--- src/rtl/sop_sbox_sched.sv ---
// Issue scheduler for the two-stage masked AES S-box core: round-robin arbitration,
// one fresh randomness word per operation, stage enables and result tagging.
// Optional stuck-PRNG detection is compiled in with `define SOP_RND_CHK_EN.
module sop_sbox_sched #(
  parameter int RND_W = 15,
  parameter int TAG_W = 4
) (
  input  logic                 clk,
  input  logic                 rst_n,
  input  logic [1:0]           req_valid,
  input  logic [2*TAG_W-1:0]   req_tag,
  output logic [1:0]           req_ready,
  input  logic [RND_W-1:0]     rnd_in,
  input  logic                 rnd_in_valid,
  output logic                 rnd_in_ready,
  output logic                 core_sel,
  output logic [RND_W-1:0]     core_rnd,
  output logic                 core_en_s1,
  output logic                 core_en_s2,
  output logic                 out_valid,
  input  logic                 out_ready,
  output logic                 out_src,
  output logic [TAG_W-1:0]     out_tag,
  output logic                 busy,
  output logic                 rnd_err
);

  logic [TAG_W-1:0] tag_arr [2];

  genvar gi;
  generate
    for (gi = 0; gi < 2; gi++) begin : g_tag
      assign tag_arr[gi] = req_tag[gi*TAG_W +: TAG_W];
    end
  endgenerate

  logic [RND_W-1:0] rbuf_q, rbuf_d;
  logic             rbuf_vld_q, rbuf_vld_d;
  logic             s1_vld_q, s1_vld_d;
  logic             s1_src_q, s1_src_d;
  logic [TAG_W-1:0] s1_tag_q, s1_tag_d;
  logic             s2_vld_q, s2_vld_d;
  logic             s2_src_q, s2_src_d;
  logic [TAG_W-1:0] s2_tag_q, s2_tag_d;
  logic             rr_last_q, rr_last_d;

  logic adv1, adv2, issue, gnt_id, rnd_load, rnd_blk;

`ifdef SOP_RND_CHK_EN
  logic [RND_W-1:0] rnd_prev_q, rnd_prev_d;
  logic             rnd_err_q, rnd_err_d;

  assign rnd_blk = rnd_err_q;
  assign rnd_err = rnd_err_q;

  always_comb begin
    rnd_prev_d = rnd_prev_q;
    rnd_err_d  = rnd_err_q;
    if (rnd_load) begin
      rnd_prev_d = rnd_in;
      if (rnd_in == rnd_prev_q) rnd_err_d = 1'b1;
    end
  end

  always_ff @(posedge clk or negedge rst_n) begin
    if (!rst_n) begin
      rnd_prev_q <= '0;
      rnd_err_q  <= 1'b0;
    end else begin
      rnd_prev_q <= rnd_prev_d;
      rnd_err_q  <= rnd_err_d;
    end
  end
`else
  assign rnd_blk = 1'b0;
  assign rnd_err = 1'b0;
`endif

  // Stage 2 frees up when empty or consumed; stage 1 moves only into a free stage 2.
  always_comb begin
    adv2     = !s2_vld_q | out_ready;
    adv1     = s1_vld_q & adv2;
    gnt_id   = (&req_valid) ? ~rr_last_q : req_valid[1];
    issue    = (|req_valid) & rbuf_vld_q & (!s1_vld_q | adv1) & !rnd_blk;
    rnd_load = rnd_in_valid & (!rbuf_vld_q | issue);
  end

  assign req_ready    = issue ? {gnt_id, ~gnt_id} : 2'b00;
  assign rnd_in_ready = !rbuf_vld_q | issue;
  assign core_sel     = gnt_id;
  assign core_rnd     = rbuf_q;
  assign core_en_s1   = issue;
  assign core_en_s2   = adv1;
  assign out_valid    = s2_vld_q;
  assign out_src      = s2_src_q;
  assign out_tag      = s2_tag_q;
  assign busy         = s1_vld_q | s2_vld_q;

  always_comb begin
    rbuf_d     = rbuf_q;
    rbuf_vld_d = rbuf_vld_q;
    s1_vld_d   = s1_vld_q;
    s1_src_d   = s1_src_q;
    s1_tag_d   = s1_tag_q;
    s2_vld_d   = s2_vld_q;
    s2_src_d   = s2_src_q;
    s2_tag_d   = s2_tag_q;
    rr_last_d  = rr_last_q;

    // A consumed word is dropped unless refilled in the same cycle.
    if (rnd_load) begin
      rbuf_d     = rnd_in;
      rbuf_vld_d = 1'b1;
    end else if (issue) begin
      rbuf_vld_d = 1'b0;
    end

    if (issue) begin
      s1_vld_d  = 1'b1;
      s1_src_d  = gnt_id;
      s1_tag_d  = tag_arr[gnt_id];
      rr_last_d = gnt_id;
    end else if (adv1) begin
      s1_vld_d = 1'b0;
    end

    if (adv1) begin
      s2_vld_d = 1'b1;
      s2_src_d = s1_src_q;
      s2_tag_d = s1_tag_q;
    end else if (out_ready & s2_vld_q) begin
      s2_vld_d = 1'b0;
    end
  end

  always_ff @(posedge clk or negedge rst_n) begin
    if (!rst_n) begin
      rbuf_q     <= '0;
      rbuf_vld_q <= 1'b0;
      s1_vld_q   <= 1'b0;
      s1_src_q   <= 1'b0;
      s1_tag_q   <= '0;
      s2_vld_q   <= 1'b0;
      s2_src_q   <= 1'b0;
      s2_tag_q   <= '0;
      rr_last_q  <= 1'b1;
    end else begin
      rbuf_q     <= rbuf_d;
      rbuf_vld_q <= rbuf_vld_d;
      s1_vld_q   <= s1_vld_d;
      s1_src_q   <= s1_src_d;
      s1_tag_q   <= s1_tag_d;
      s2_vld_q   <= s2_vld_d;
      s2_src_q   <= s2_src_d;
      s2_tag_q   <= s2_tag_d;
      rr_last_q  <= rr_last_d;
    end
  end

endmodule

--- config.mk ---
export PLATFORM = sky130hd
export DESIGN_NAME = sop_sbox_sched
export DESIGN_NICKNAME = d
export VERILOG_FILES = /design/src/rtl/sop_sbox_sched.sv
export SDC_FILE = /design/constraint.sdc
export NUM_CORES = 1
export LEC_CHECK = 0
export BUFFER_PORTS_ARGS = -buffer_cell sky130_fd_sc_hd__buf_2
export CORE_UTILIZATION = 46
export DETAILED_ROUTE_END_ITERATION = 10
export PLACE_DENSITY = 0.78
export SKIP_CTS_REPAIR_TIMING = 1
export SLEW_MARGIN = 20
export SYNTH_ARGS = -nofsm -noshare
export SYNTH_HDL_FRONTEND = slang
export SYNTH_SLANG_ARGS = --single-unit
--- constraint.sdc ---
create_clock -name clk -period 1.65 [get_ports clk]
set_clock_uncertainty 0.15 [all_clocks]
set_input_delay 0 -clock clk [delete_from_list [all_inputs] [get_ports clk]]
set_output_delay 0 -clock clk [all_outputs]
set_load 0.005 [all_outputs]
==> impl_metrics.json <==
{
  "outcome": "finished with violations",
  "violations": "negative hold slack",
  "synth_cell_types": 26,
  "crit_path_max_fanout": 5,
  "timing.hold.worst.class": "in2reg",
  "dp.final_hpwl_mm": 1.98,
  "element_type_at_the_critical_path_end": "primary output",
  "fp-row-count": 18,
  "die-width_um": 55.2,
  "cp_cell_sequence": "and3b_4, or2_4, inv_4, buf_2",
  "mappedNetlistArea_um2": 1300,
  "worstSetupStartpoint": "out_valid$_DFFE_PN0P_",
  "endpoints_failing_hold": 1,
  "antennaDiodeCount": 0,
  "max_cap_viol_count": 0,
  "worstPathBufferInverterCount": 2,
  "cpMaxStageDelayCell": "dfrtp_1",
  "wl_per_cell_um": 15.3,
  "final_cell_mix": "buf_2 (56), dlygate4sd3_1 (42), nand2_1 (31)",
  "rsz0062_at_grt": "false",
  "critical_path_arrival_ps": 1430,
  "synth.largest_area_cell": "dfrtp_1",
  "post_route_cells_drive_above_1_share_pct": 39.1,
  "seq_area_frac_synth_pct": 55.9,
  "grt-ovfl-total": 0,
  "ir_worst_vdd_mv": 0.812,
  "route.detailed.vias_per_inst": 5.15,
  "timing.critical_path.max_delay_family": "simple AND/OR/NAND/NOR gates",
  "place_congestion": 0.740,
  "cell_types_occupying_the_most_area_after_synthesis": "dfrtp_1 (54%), nand2_1 (9.0%), o22ai_1 (7.2%), mux2_4 (4.6%), mux2_1 (4.3%)",
  "timing_worst_setup_path_type": "reg2out",
  "r2r_start": "out_valid$_DFFE_PN0P_",
  "largest_net_degree_at_the_start_of_global_routing": 30,
  "portBuffers": 56,
  "syn_inst": 115,
  "fill_cells": 148,
  "postSynthRegisterBits": 29,
  "synth_area_per_cell_um2": 11.3,
  "final-instance-count-excl-fill": 250,
  "cts.reportedPaths.clkPinSlew_ps": 100,
  "coreArea_um2": 2570,
  "design.die.area_um2": 3040,
  "first_iter_violations": 17,
  "worst_ep_required_time_ps": 1500,
  "place_area_um2": 1590,
  "grt_pass1_vias": 1038,
  "biggest_cell_delay_along_the_critical_path_ps": 400,
  "tightest_slew_ps": 639,
  "cts.path.max_buffers": 2,
  "max_freq_mhz": 632,
  "cellPowerDensity_nw_per_um2": 995,
  "totalPowerFinal_mw": 2.10,
  "root_buffer": "clkbuf_4",
  "relative_slew_margins_pct": 57.4,
  "grt_antenna_before_repair": 0,
  "cellLeakagePower_nw": 1.04,
  "final.hold.worst_slack_ps": -14.5,
  "finish.net_count": 248,
  "min-delay-start": "rnd_in_valid",
  "remaining_drc_errors": 0,
  "global_route_wire_length_before_repair_mm": 4.36,
  "cts-htree-levels": 2,
  "tritoncts.num_buffers": 5,
  "yosysTopAreaCellShare_pct": 53.9,
  "drt_pass1_iterations": 5,
  "antenna_violating_nets_post_route": 0,
  "worst_setup_path_start_kind": "flop",
  "cts.sinks": 29,
  "regArea_um2": 727,
  "vias": 1287,
  "tritoncts": "built",
  "fin_util_pct": 82.3,
  "setup_viol": 0,
  "multiInputGateArea_um2": 527,
  "fin_crit_ps": 1580,
  "final.period_utilization_pct": 95.9,
  "num_io_pins": 58,
  "dpl.cell_count": 196,
  "final_area_um2": 2110,
  "report.final.slew_viol_count": 0,
  "layout-area-overhead-vs-synth_pct": 62.6,
  "routed_wl_mm": 3.81,
  "start_util_pct": 50.6,
  "most_frequent_standard_cell_in_the_layout_excluding_fill_and_tap_cells": "buf_2",
  "grt.total_usage_pct": 21.2,
  "die_h_um": 55.2,
  "synthesis.nets": 144,
  "synthesis.yosys.warnings": 0,
  "clk_latency_ps": 330
}
registers in the layout, indices dropped and copies added (netlist names):
name,cells
core_rnd,15
out_src,1
out_tag,4
out_valid,1
rbuf_vld_q,1
rr_last_q,1
s1_src_q,1
s1_tag_q,4
s1_vld_q,1
where the power goes:
| group | total [mW] | leakage (nW) | switching, mW | internal [mW] |
|---|---|---|---|---|
| combinational | 0.627 | 0.653 | 0.268 | 0.359 |
| sequential | 0.969 | 0.348 | 0.0929 | 0.876 |
| clock | 0.507 | 0.0413 | 0.260 | 0.247 |
| total | 2.10 | 1.04 | 0.621 | 1.48 |
routing by layer:
layer	GRT usage (%)	vias up	share of wire, %
li1	-	601	-
met1	24.0	608	39
met2	36.3	73	52
met3	6.28	5	7.6
met4	10.0	0	0.89
met5	0	-	0
final timing paths:
path | to | slack, ps | cells after the start
worst max-delay path | core_en_s1 | 70 | 4
worst min-delay path | rbuf_vld_q$_DFFE_PN0P_ | -10 | 2
worst max register to register | s1_tag_q[0]$_DFFE_PN0P_ | 90 | 4
worst min register to register | s1_src_q$_DFFE_PN0P_ | 330 | 1
max in group asynchronous | out_tag[0]$_DFFE_PN0P_ | 860 | 2
min in group asynchronous | s1_tag_q[2]$_DFFE_PN0P_ | 60 | 2
per-stage QoR:
step / setup WS [ps] / setup TNS [ps]
after detailed placement: 69.1 / 0
after floorplan: 124 / 0
after global placement: 124 / 0
after global routing: 10.4 / 0
after CTS: -0.435 / -0.435
final: 67.2 / 0
cells by family (layout without fill, tap and decap cells):
| kind of cell | count (synthesis) | count (layout) | synth area share, % |
|---|---|---|---|
| flip-flops | 29 | 29 | 55.9 |
| buffers and inverters | 9 | 114 | 4.14 |
| other | 1 | 1 | 0.288 |
| AO/OA/AOI/OAI | 20 | 20 | 10.8 |
| AND/OR/NAND/NOR | 43 | 43 | 16.5 |
| multiplexers | 13 | 13 | 12.4 |
cell type report:
cell class / count / share of cell area, %
clock inverters: 1 / 0.237
multi-input cells: 77 / 24.9
repair buffers: 103 / 34.9
flip-flops and latches: 29 / 34.4
well taps: 30 / 1.78
clock buffers: 7 / 3.08
inverters: 3 / 0.651
synthesized netlist by cell type, drive strengths merged:
master / n
nand2: 31
o21ai: 1
dfstp: 1
nor2: 2
a21o: 2
a21boi: 1
nor3b: 2
clkbuf: 1
conb: 1
o21a: 1
o22ai: 15
nand2b: 4
mux2: 13
buf: 5
or2: 3
and3b: 1
dfrtp: 28
inv: 3
Note: power is estimated with default switching activity, not from simulation.
